$ cat config.mk
export PLATFORM = sky130hd
export DESIGN_NAME = plic_hart_mexg_unit
export DESIGN_NICKNAME = d
export VERILOG_FILES = /design/src/rtl/plic_hart_mexg_unit.sv
export SDC_FILE = /design/constraint.sdc
export NUM_CORES = 1
export LEC_CHECK = 0
export ABC_AREA = 1
export CAP_MARGIN = 30
export CORE_AREA = 2 2 110 112
export DETAILED_ROUTE_END_ITERATION = 10
export DIE_AREA = 0 0 112 114
export PLACE_DENSITY_LB_ADDON = 0.25
export RECOVER_POWER = 25
export SLEW_MARGIN = 10
export SYNTH_ARGS = -nofsm -noshare
export SYNTH_HDL_FRONTEND = slang
export SYNTH_SLANG_ARGS = --single-unit
export TNS_END_PERCENT = 100
$ cat constraint.sdc
create_clock -name free_running_clk_i -period 2 [get_ports free_running_clk_i]
set_input_delay 0.3 -clock free_running_clk_i [delete_from_list [all_inputs] [get_ports free_running_clk_i]]
set_output_delay 0.3 -clock free_running_clk_i [all_outputs]
set_load 0.005 [all_outputs]
$ cat src/rtl/plic_hart_mexg_unit.sv
// rtl/plic_hart_mexg_unit.sv - per-hart machine exception gate: cross-domain S-irq pending/enable/control regs
// Optional holdoff rate limiter is built when PLIC_MEXG_HOLDOFF_EN is defined.
module plic_hart_mexg_unit #(
    parameter int NUM_IRQ        = 1024,
    parameter int NUM_DOMAIN     = 16,
    parameter int DATA_WIDTH     = 32,
    parameter int MEM_ADDR_WIDTH = 26,
    parameter logic [MEM_ADDR_WIDTH-1:0] BASE_ADDR = 'h20_0010,
    parameter int HOLDOFF_W      = 8,
    localparam int ID_W  = $clog2(NUM_IRQ),
    localparam int DID_W = (NUM_DOMAIN > 1) ? $clog2(NUM_DOMAIN) : 1
) (
    input  logic                                  free_running_clk_i,
    input  logic                                  rst_n_i,
    input  logic                                  acc_en_i,
    input  logic                                  csb_i,
    input  logic [MEM_ADDR_WIDTH-1:0]             addr_i,
    input  logic                                  rwb_i,
    input  logic [DATA_WIDTH/8-1:0]               wm_i,
    input  logic [DATA_WIDTH-1:0]                 wdata_i,
    output logic [DATA_WIDTH-1:0]                 rdata_o,
    output logic                                  error_o,
    input  logic [DID_W-1:0]                      hart_did_i,
    input  logic [NUM_DOMAIN-1:0][ID_W-1:0]       sint_winner_id_i,
    output logic [NUM_DOMAIN-1:0]                 mexg_pend_o,
    output logic                                  mexg_irq_o
);

    localparam int NB = DATA_WIDTH / 8;
    localparam logic [MEM_ADDR_WIDTH-1:0] ADDR_PEND = BASE_ADDR;
    localparam logic [MEM_ADDR_WIDTH-1:0] ADDR_EN   = BASE_ADDR + MEM_ADDR_WIDTH'(4);
    localparam logic [MEM_ADDR_WIDTH-1:0] ADDR_CTRL = BASE_ADDR + MEM_ADDR_WIDTH'(8);

    logic [NUM_DOMAIN-1:0] raw_q, raw_d;
    logic [NUM_DOMAIN-1:0] pend_q, pend_d;
    logic [NUM_DOMAIN-1:0] en_q, en_d;
    logic                  mode_q, mode_d;
    logic [DATA_WIDTH-1:0] rdata_q, rdata_d;
    logic                  error_q, error_d;
    logic                  irq_q, irq_pre;

    logic [DATA_WIDTH-1:0] bmask, wmasked;
    logic                  hit_pend, hit_en, hit_ctrl, hit;
    logic                  wr_ok, rd_ok, w1c_wr;
    logic [NUM_DOMAIN-1:0] w1c;
    logic                  hold_zero;
    logic                  unused_bits;

    always_comb begin
        bmask = '0;
        for (int b = 0; b < NB; b++) begin
            bmask[b*8 +: 8] = {8{wm_i[b]}};
        end
    end

    assign wmasked  = wdata_i & bmask;
    assign hit_pend = !csb_i && (addr_i == ADDR_PEND);
    assign hit_en   = !csb_i && (addr_i == ADDR_EN);
    assign hit_ctrl = !csb_i && (addr_i == ADDR_CTRL);
    assign hit      = hit_pend || hit_en || hit_ctrl;
    assign wr_ok    = hit && acc_en_i && rwb_i;
    assign rd_ok    = hit && acc_en_i && !rwb_i;
    // Writes to PEND only act as W1C in sticky mode; in level mode they are dropped.
    assign w1c_wr   = wr_ok && hit_pend && mode_q;
    assign w1c      = w1c_wr ? wmasked[NUM_DOMAIN-1:0] : '0;

    always_comb begin
        raw_d = '0;
        for (int i = 0; i < NUM_DOMAIN; i++) begin
            raw_d[i] = (sint_winner_id_i[i] != '0) && (hart_did_i != DID_W'(i));
        end
    end

    // Raw set is OR-ed after the clear so a same-cycle set beats the W1C.
    assign pend_d = mode_q ? ((pend_q & ~w1c) | raw_q) : raw_q;

    assign en_d = (wr_ok && hit_en)
                ? ((en_q & ~bmask[NUM_DOMAIN-1:0]) | wmasked[NUM_DOMAIN-1:0])
                : en_q;

    assign mode_d  = (wr_ok && hit_ctrl && wm_i[0]) ? wdata_i[0] : mode_q;
    assign error_d = hit && !acc_en_i;

`ifdef PLIC_MEXG_HOLDOFF_EN
    logic [HOLDOFF_W-1:0] holdoff_q, holdoff_d;
    logic [HOLDOFF_W-1:0] hold_cnt_q, hold_cnt_d;
    logic                 hold_load;

    assign hold_zero = (hold_cnt_q == '0);
    assign holdoff_d = (wr_ok && hit_ctrl)
                     ? ((holdoff_q & ~bmask[8 +: HOLDOFF_W]) | wmasked[8 +: HOLDOFF_W])
                     : holdoff_q;
    // Only a fall caused by pending going away rearms; a fall caused by the
    // countdown itself must not restart it.
    assign hold_load  = w1c_wr || (irq_q && !irq_pre && hold_zero);
    assign hold_cnt_d = hold_load ? holdoff_q
                      : (hold_zero ? '0 : hold_cnt_q - HOLDOFF_W'(1));

    always_ff @(posedge free_running_clk_i or negedge rst_n_i) begin
        if (!rst_n_i) begin
            holdoff_q  <= '0;
            hold_cnt_q <= '0;
        end else begin
            holdoff_q  <= holdoff_d;
            hold_cnt_q <= hold_cnt_d;
        end
    end
`else
    assign hold_zero = 1'b1;
`endif

    assign irq_pre = (|(pend_q & en_q)) && hold_zero;

    always_comb begin
        rdata_d = '0;
        if (rd_ok) begin
            if (hit_pend) begin
                rdata_d[NUM_DOMAIN-1:0] = pend_q;
            end else if (hit_en) begin
                rdata_d[NUM_DOMAIN-1:0] = en_q;
            end else begin
                rdata_d[0] = mode_q;
`ifdef PLIC_MEXG_HOLDOFF_EN
                rdata_d[8 +: HOLDOFF_W] = holdoff_q;
`endif
            end
        end
    end

    always_ff @(posedge free_running_clk_i or negedge rst_n_i) begin
        if (!rst_n_i) begin
            raw_q   <= '0;
            pend_q  <= '0;
            en_q    <= '1;
            mode_q  <= 1'b0;
            rdata_q <= '0;
            error_q <= 1'b0;
            irq_q   <= 1'b0;
        end else begin
            raw_q   <= raw_d;
            pend_q  <= pend_d;
            en_q    <= en_d;
            mode_q  <= mode_d;
            rdata_q <= rdata_d;
            error_q <= error_d;
            irq_q   <= irq_pre;
        end
    end

    assign unused_bits = ^{wmasked, wdata_i};

    assign rdata_o     = rdata_q;
    assign error_o     = error_q;
    assign mexg_pend_o = pend_q;
    assign mexg_irq_o  = irq_q;

endmodule
Yosys cells after proc, flatten, opt, wreduce, memory -nomap -nowiden

Index checks and enable logic that the tools add are counted.

Reduce and logical (&&, ||, !) cells: 51
Mux-type cells: 6
Equal/unequal tests: 18
Bitwise gates (word level): 8

Operators by type and width:

| cell                                                  | count |
|---|---|
| nonzero test 10 bit                                   | 16 |
| equality test 26 x 22 -> 1 bit, second input constant | 3 |
| AND 16 bit                                            | 4 |
| two-way mux 16 bit                                    | 4 |
| != test 4 bit, second input constant                  | 8 |
| inverter 16 bit                                       | 2 |
| OR 16 bit                                             | 2 |
| logical AND 1 bit                                     | 28 |
| != test 4 x 3 -> 1 bit, second input constant         | 4 |
| OR reduction 16 bit                                   | 1 |
| two-way mux 15 bit                                    | 1 |
| != test 4 x 2 -> 1 bit, second input constant         | 2 |
| != test 4 x 1 -> 1 bit, second input constant         | 1 |
| nonzero test 4 bit                                    | 1 |
| logical NOT 1 bit                                     | 3 |
| logical OR 1 bit                                      | 2 |
| two-way mux 1 bit                                     | 1 |

Input bits: 231
Register bits after elaboration: 67
Word-level logic and storage cells: 90

Longest topological paths before layout

Gate-level depths: netlist of run 1.

Depth in word-level cells: 13
Gate-level depth with buffers: 12
Depth with buffers taken out: 12

Worst setup path before layout of run 1

No wires, ideal clock.

Kind: input to register
Start point: input port addr_i[5]
End point: register pend_q[10], in the netlist mexg_pend_o[10]
Path buffers: 0
Path slack: 517 ps
Arrival time: 1366 ps
Stages: 12
Setup time: 116 ps
Cells stage by stage: inv_1 > nand2_1 > nor2_2 > nand2_2 > nor2_4 > nand3_4 > nor2_4 > nand2_2 > nor2_4 > nand2_1 > nand2_1 > nand2_1

Word-level cells in the longest chain between the ends: 13
Elaborated cells on any way between the ends: 17

Ends and longest elaborated chain:

| what                                              | RTL line | text |
|---|---|---|
| start: declaration                                | 17       | `input logic [MEM_ADDR_WIDTH-1:0] addr_i,` |
| equality test 26 x 22 -> 1 bit (on tied branches) | 57, 58   |  |
| logical AND 1 bit (on tied branches)              | 57, 58   |  |
| logical OR 1 bit (2 in series)                    | 60       | `assign hit = hit_pend \|\| hit_en \|\| hit_ctrl;` |
| logical AND 1 bit (2 in series)                   | 61       | `assign wr_ok = hit && acc_en_i && rwb_i;` |
| logical AND 1 bit (*) (2 in series)               | 64       | `assign w1c_wr = wr_ok && hit_pend && mode_q;` |
| two-way mux 16 bit (*)                            | 65       | `assign w1c = w1c_wr ? wmasked[NUM_DOMAIN-1:0] : '0;` |
| inverter 16 bit (*)                               | 75       | `assign pend_d = mode_q ? ((pend_q & ~w1c) \| raw_q) : raw_q;` |
| AND 16 bit (*)                                    | 75       |  |
| OR 16 bit (*)                                     | 75       |  |
| two-way mux 16 bit (*)                            | 75       |  |
| via pend_d[10]                                    | 35       | `logic [NUM_DOMAIN-1:0] pend_q, pend_d;` |
| end signal: assignment                            | 141      | `pend_q <= pend_d;` |
| end: declaration                                  | 35       |  |

The timed path passes the listed nets; every way through them passes the cells marked *.
A chain may end at the register's enable or synchronous reset.

Worst setup path in the final report of run 1

Start point: input port addr_i[21]
End point: register pend_q[1], in the netlist mexg_pend_o[1]

Same word-level chain as after synthesis.

==> flow_metrics.py, run 1 <==
metrics = {
    "pwr": {
        "clkPwrFrac": 0.442,
        "power.density_nw_per_um2": 530,
        "p_int_mw": 2.82,
        "combPwrFrac": 0.167,
        "static-leakage-power_nw": 2.86,
        "switching_share": 0.209,
        "switching_power_mw": 0.744,
        "p_seq_frac": 0.390,
        "ir_drop_mv": 0.455,
    },
    "setup_path": {
        "crit_path_end_kind": "register",
        "required_ns": 2.21,
        "start_kind": "input pin",
        "path_class": "input pin to register",
        "slowest_delay_ns": 0.48,
        "slowest_stage": "clkdlybuf4s50_1",
        "critPathBufInv": 2,
        "worst-path-max-fanout": 8,
        "worstPathArrival_ns": 1.95,
        "worstPathCellList": "clkdlybuf4s50_1 -> inv_1 -> nor2_1 -> nand3_1 -> nor2_4 -> nand3_4 -> nand2_2 -> nand4_2 -> o21bai_1 -> nand2_1",
        "crit_family": "simple AND/OR/NAND/NOR gates",
    },
    "finish": {
        "diodes": 0,
        "regArea_sq_um": 1700,
        "multi_input_area_sq_um": 1630,
        "finish.utilization": 0.574,
        "layout.nets": 972,
        "drive_gt1_frac": 0.0992,
        "fillers": 1050,
        "area_growth_pct": 78.6,
    },
    "synthesis": {
        "synth_top_area_cell": "dfrtp_1",
        "yosys_register_bits": 67,
        "ys_warn_count": 0,
        "synth_seq_area_share": 0.451,
        "synth_area_per_cell_sq_um": 7.86,
        "syn_inst": 479,
        "synth.area.top_cells": "dfrtp_1, nand2_1, dfstp_2",
        "synth_cell_type_count": 35,
        "synth_top_area_frac": 0.339,
        "syn_area_sq_um": 3760,
    },
    "sta": {
        "finalHoldViolCount": 0,
        "layout_setup_ws_ns": 0.256,
        "setup_violations": 0,
        "fmax_ghz": 0.573,
        "fin_crit_ns": 1.74,
        "finClkSkew_ns": 0.00476,
        "tightestPinTransition_ns": 0.619,
        "finalCritPeriodShare": 0.872,
        "rsz0062_at_grt": "false",
        "relSlewSlack": 0.587,
        "drv_slew": 0,
    },
    "clock_tree": {
        "cts-buffers-inserted": 9,
        "ctsResizeCount": 0,
        "post_cts.repair.setup_buffers": 0,
        "tritoncts": "yes",
        "ctsLongestPathBuffers": 2,
        "cts_num_sinks": 67,
        "root_buffer": "clkbuf_16",
        "clkLatencyLatePin_ns": 0.33,
        "path_clk_slew_ns": 0.06,
        "cts_hold_buf": 1,
        "htree_levels": 3,
    },
    "detailed_routing": {
        "totalWireLength_mm": 12.2,
        "drt-wirelength-per-cell_microns": 13.7,
        "drc": 0,
        "routed_via_density": 4.52,
        "drt-initial-drc-count": 140,
        "vias": 4033,
        "first_pass_iters": 5,
        "drt.antenna.violating_nets": 0,
    },
    "global_routing": {
        "grt_first_pass_wirelength_mm": 19.2,
        "use_met1": 0.217,
        "gr-max-usage-layer": "met2",
        "antenna_found_initial": 0,
        "grt_max_degree": 27,
        "grt_use_met3": 0.0420,
        "use_met2": 0.347,
        "grt_pass1_vias": 4079,
        "track_usage": 0.190,
        "overflow": 0,
    },
    "floorplanning": {
        "row_count": 40,
        "core_sq_um": 11700,
        "initial_utilization": 0.321,
        "die_h_microns": 114,
        "die_width_microns": 112,
        "die_area_sq_um": 12800,
        "io_pins": 281,
    },
    "hold_path": {
        "hold_path_class": "register to register",
    },
    "place": {
        "port_buffers": 246,
        "place_hpwl_mm": 10.3,
        "post-place-ws_ns": -0.0851,
        "gp_congestion": 0.833,
    },
    "flow_run": {
        "max_cap_violations": 0,
    },
    "status": {
        "status": "completed",
    },
}
-- power groups by stage --
| stage | Sequential [mW] | Combinational, mW | Clock, mW |
|---|---|---|---|
| floorplan | 1.41 | 0.112 | 0 |
| global placement | 1.41 | 0.597 | 0 |
| finish | 1.39 | 0.596 | 1.58 |
| global route | 1.39 | 0.646 | 1.68 |
| detailed placement | 1.41 | 0.604 | 0 |
| CTS | 1.39 | 0.609 | 1.63 |
-- routing by layer --
layer / vias up / share of wire
met5: - / 0
met1: 1797 / 0.38
li1: 2044 / -
met4: 0 / 0.026
met2: 173 / 0.52
met3: 19 / 0.067
-- logic make-up after synthesis --
group	after synthesis	share of synthesized area
and+or+nand+nor	238	0.299
buffers and inverters	110	0.132
DFF	67	0.451
AOI/OAI and AO/OA	63	0.118
other	1	0.000996
-- synth_stat cells, drive strengths merged --
cell     count
nand2      134
nor3         1
a32oi       16
dfrtp       51
o21bai       8
o21ai       15
conb         1
o211ai       1
nor4        32
a2111oi      1
a21oi       20
dfstp       16
or2          2
buf         26
nor2        46
nand3b       1
nand3       18
a22o         2
clkbuf       1
inv         83
nand4        4
-- area by class of cell --
cell class / count / share of cell area
Clock buffer: 12 / 0.0382
Clock inverter: 4 / 0.00745
Inverter: 83 / 0.0467
Multi-Input combinational cell: 317 / 0.242
Sequential cell: 67 / 0.252
Tap cell: 147 / 0.0274
Timing Repair Buffer: 263 / 0.386
-- per-stage QoR --
step | TNS (ns) | power, mW | hold WS [ns] | instance area [sq um] | cells
CTS | 0 | 3.63 | 0.423 | 6740 | 893
global route | 0 | 3.71 | 0.443 | 6720 | 893
global placement | -0.621 | 2.01 | 0.309 | 6420 | 876
detailed placement | -1.60 | 2.02 | 0.313 | 6420 | 876
finish | 0 | 3.56 | 0.421 | 6720 | 893
floorplan | 0 | 1.52 | 0.00441 | 3820 | 494
-- cell usage in the layout (no fill, tap or decap), drive strengths merged --
cell,n
a2111oi,1
a21oi,20
a22o,2
a32oi,16
buf,15
bufinv,1
clkbuf,14
clkdlybuf4s50,243
clkinv,1
clkinvlp,2
conb,16
dfrtp,51
dfstp,16
dlygate4sd3,3
inv,83
nand2,134
nand3,18
nand3b,1
nand4,4
nor2,46
nor3,1
nor4,32
o211ai,1
o21ai,15
o21bai,8
or2,2
-- tightest hold or removal path, delay by kind of cell, from the launching register on --
family / cells / cell delay (ns)
flops: 1 / 0.31
simple gates: 1 / 0.05
buf+inv: 1 / 0.03
-- path summary, 6_finish.rpt --
| kind | startpoint | endpoint | slack [ns] | cells past startpoint |
|---|---|---|---|---|
| max | addr_i[21] | mexg_pend_o[1] | 0.26 | 10 |
| min | raw_q[13] | mexg_pend_o[13] | 0.42 | 2 |
| max reg2reg | mexg_pend_o[6] | mexg_irq_o | 0.62 | 5 |
| min reg2reg | raw_q[13] | mexg_pend_o[13] | 0.42 | 2 |
| max in group asynchronous | rst_n_i | raw_q[2] | 0.52 | 3 |
| min in group asynchronous | rst_n_i | rdata_o[11] | 0.49 | 2 |
No activity file was read; power rests on OpenSTA's default activity.
==> inputs of run 2 (changes only) <==
Settings changed: ABC_AREA 1 to unset, SLEW_MARGIN 10 to 20.
==> flow_metrics.py, run 2 <==
metrics = {
    "clock_tree": {
        "tritoncts": "yes",
        "cts_num_sinks": 67,
        "ctsLongestPathBuffers": 2,
        "htree_levels": 3,
        "clkLatencyLatePin_ns": 0.33,
        "path_clk_slew_ns": 0.05,
        "cts-buffers-inserted": 9,
        "root_buffer": "clkbuf_16",
    },
    "synthesis": {
        "synthTopCellsByCount": "dfrtp_1, nor4_1, nor2_1",
        "ys.flop_type": "dfrtp_1",
        "synth_area_per_cell_sq_um": 11.1,
        "synth_cell_type_count": 35,
        "async_flop_share": 1.00,
        "ys_warn_count": 0,
        "synth.most_common_cell": "dfrtp_1",
        "synth_seq_area_share": 0.510,
        "syn_inst": 299,
        "synth.area.top_cells": "dfrtp_1, dfstp_2, nor4_1",
        "synth_top_area_cell": "dfrtp_1",
        "synth_edf_count": 0,
        "yosys_register_bits": 67,
        "syn_area_sq_um": 3330,
        "synth_top_area_frac": 0.383,
    },
    "pwr": {
        "static-leakage-power_nw": 2.42,
        "switching_share": 0.208,
        "p_seq_frac": 0.401,
        "ir_drop_mv": 0.498,
        "p_int_mw": 2.75,
        "p_total_mw": 3.47,
        "switching_power_mw": 0.723,
        "power.density_nw_per_um2": 548,
        "clkPwrFrac": 0.420,
        "combPwrFrac": 0.179,
    },
    "place": {
        "placed_area_sq_um": 5990,
        "gp_congestion": 0.793,
        "place_inst": 697,
        "place_hpwl_mm": 10.0,
        "post-place-ws_ns": -0.386,
        "port_buffers": 246,
    },
    "setup_path": {
        "regToRegSetupSlack_ns": 0.65,
        "rr_worst_depth": 3,
        "worst-path-max-fanout": 8,
        "worstPathArrival_ns": 2.18,
        "r2r-start": "mexg_pend_o[3]",
        "r2r-end": "mexg_irq_o",
        "path_class": "input pin to register",
        "crit_path_end_kind": "register",
        "required_ns": 2.25,
        "start_kind": "input pin",
    },
    "sta": {
        "relSlewSlack": 0.213,
        "finalHoldViolCount": 0,
        "finalCritPeriodShare": 0.964,
        "fmax_ghz": 0.519,
        "layout_setup_ws_ns": 0.0719,
        "drv_slew": 0,
        "setup_violations": 0,
        "tightestPinTransition_ns": 1.18,
        "fin_crit_ns": 1.93,
        "finClkSkew_ns": 0.00494,
    },
    "global_routing": {
        "grt_first_pass_wirelength_mm": 18.5,
        "grt_pass1_vias": 3608,
        "track_usage": 0.186,
        "use_met2": 0.343,
        "grt_max_degree": 31,
        "overflow": 0,
        "antenna_found_initial": 0,
        "gr-max-usage-layer": "met2",
        "grt_use_met3": 0.0335,
        "use_met1": 0.216,
    },
    "finish": {
        "final_common_cell": "clkdlybuf4s50_1",
        "layout_common_cells": "clkdlybuf4s50_1, dfrtp_1, nor2_1, nor4_1, nand2_1",
        "area_growth_pct": 90.4,
        "diodes": 0,
        "fillers": 1066,
        "design_area_sq_um": 6340,
        "layout.nets": 793,
        "layout.cells.non_filler": 714,
        "drive_gt1_frac": 0.155,
    },
    "hold_path": {
        "hold_path_class": "register to register",
        "hold-path-cell-count": 1,
        "hold_start": "raw_q[1]",
        "min_to": "mexg_pend_o[1]",
    },
    "detailed_routing": {
        "drt-initial-drc-count": 130,
        "first_pass_iters": 4,
        "drt.antenna.violating_nets": 0,
        "drc": 0,
        "totalWireLength_mm": 11.9,
        "vias": 3423,
        "routed_via_density": 4.79,
        "drt-wirelength-per-cell_microns": 16.7,
    },
    "floorplanning": {
        "die_area_sq_um": 12800,
        "die_h_microns": 114,
        "row_count": 40,
        "core_sq_um": 11700,
        "initial_utilization": 0.284,
        "io_pins": 281,
        "die_width_microns": 112,
    },
    "flow_run": {
        "max_cap_violations": 0,
    },
    "status": {
        "status": "completed",
    },
}
run 2: cell count changes in the layout (fill, tap and decap cells not counted), moves of 7 or more:
cell,change
o21ai_2,-8
nand3_1,-16
nand2_1,-113
a21oi_1,-19
or3_1,+16
mux2_2,+17
o21bai_1,-8
o21ai_1,-7
a31o_2,+15
mux2i_1,+16
inv_1,-79
run 2: worst max-delay path by stage:
stage	from	endpoint	depth (start not counted)
finish	addr_i[8]	register	6
global route	addr_i[19]	mexg_pend_o[3]	6
CTS	addr_i[22]	mexg_pend_o[3]	6
global placement	addr_i[22]	mexg_pend_o[9]	6
detailed placement	addr_i[19]	mexg_pend_o[0]	6
floorplan	addr_i[22]	register	5
run 2: kinds of logic (layout without fill, tap and decap cells):
logic type	Yosys count	in the layout	synth area share
flip-flops	67	67	0.510
AO/OA/AOI/OAI	42	42	0.110
multiplexers	33	33	0.106
AND/OR/NAND/NOR	128	128	0.219
other	1	16	0.00113
buffers and inverters	28	281	0.0549
run 2: power by group through the flow:
stage / Combinational [mW] / Clock, mW / Sequential (mW)
after floorplan: 0.119 / 0 / 1.41
after global placement: 0.608 / 0 / 1.41
after detailed placement: 0.616 / 0 / 1.41
after CTS: 0.622 / 1.49 / 1.39
after global routing: 0.672 / 1.55 / 1.39
final: 0.623 / 1.46 / 1.39
run 2: cell type report:
| type | instances | area [sq um] | area share |
|---|---|---|---|
| timing repair buffer | 264 | 2610 | 0.412 |
| sequential | 67 | 1700 | 0.268 |
| multi-input combinational | 219 | 1560 | 0.245 |
| clock buffer | 14 | 274 | 0.0432 |
| tap | 147 | 184 | 0.0290 |
| clock inverter | 2 | 10.0 | 0.00158 |
| inverter | 1 | 3.75 | 0.000592 |
run 2: critical path, cell delays in order:
cell and delay [ns]:
clkdlybuf4s50_1 0.42, nor4b_2 0.38, nand3_2 0.21, nor4_4 0.30
buf_4 0.22, mux2_2 0.35
run 2: metrics by stage:
step / setup TNS, ns / hold WS [ns] / utilization
6_report: 0 / 0.438 / 0.541
5_1_grt: -0.0133 / 0.454 / 0.541
4_1_cts: 0 / 0.439 / 0.537
3_5_place_dp: -16.29 / 0.281 / 0.511
3_3_place_gp: -13.01 / 0.276 / 0.511
2_1_floorplan: 0 / 0.00441 / -
run 2: layer usage:
metal / part of all wire / vias to the layer above
met5: 0 / -
met4: 0.024 / 0
met3: 0.052 / 21
met2: 0.54 / 141
met1: 0.38 / 1616
li1: - / 1645
run 2: repair_timing:
item	in CTS	in global routing
hold buffers	1	0
setup endpoints to repair	15	49
buffers inserted	0	0
resized for setup	1	8
pin swaps	1	2
endpoints found under the hold margin	18	0
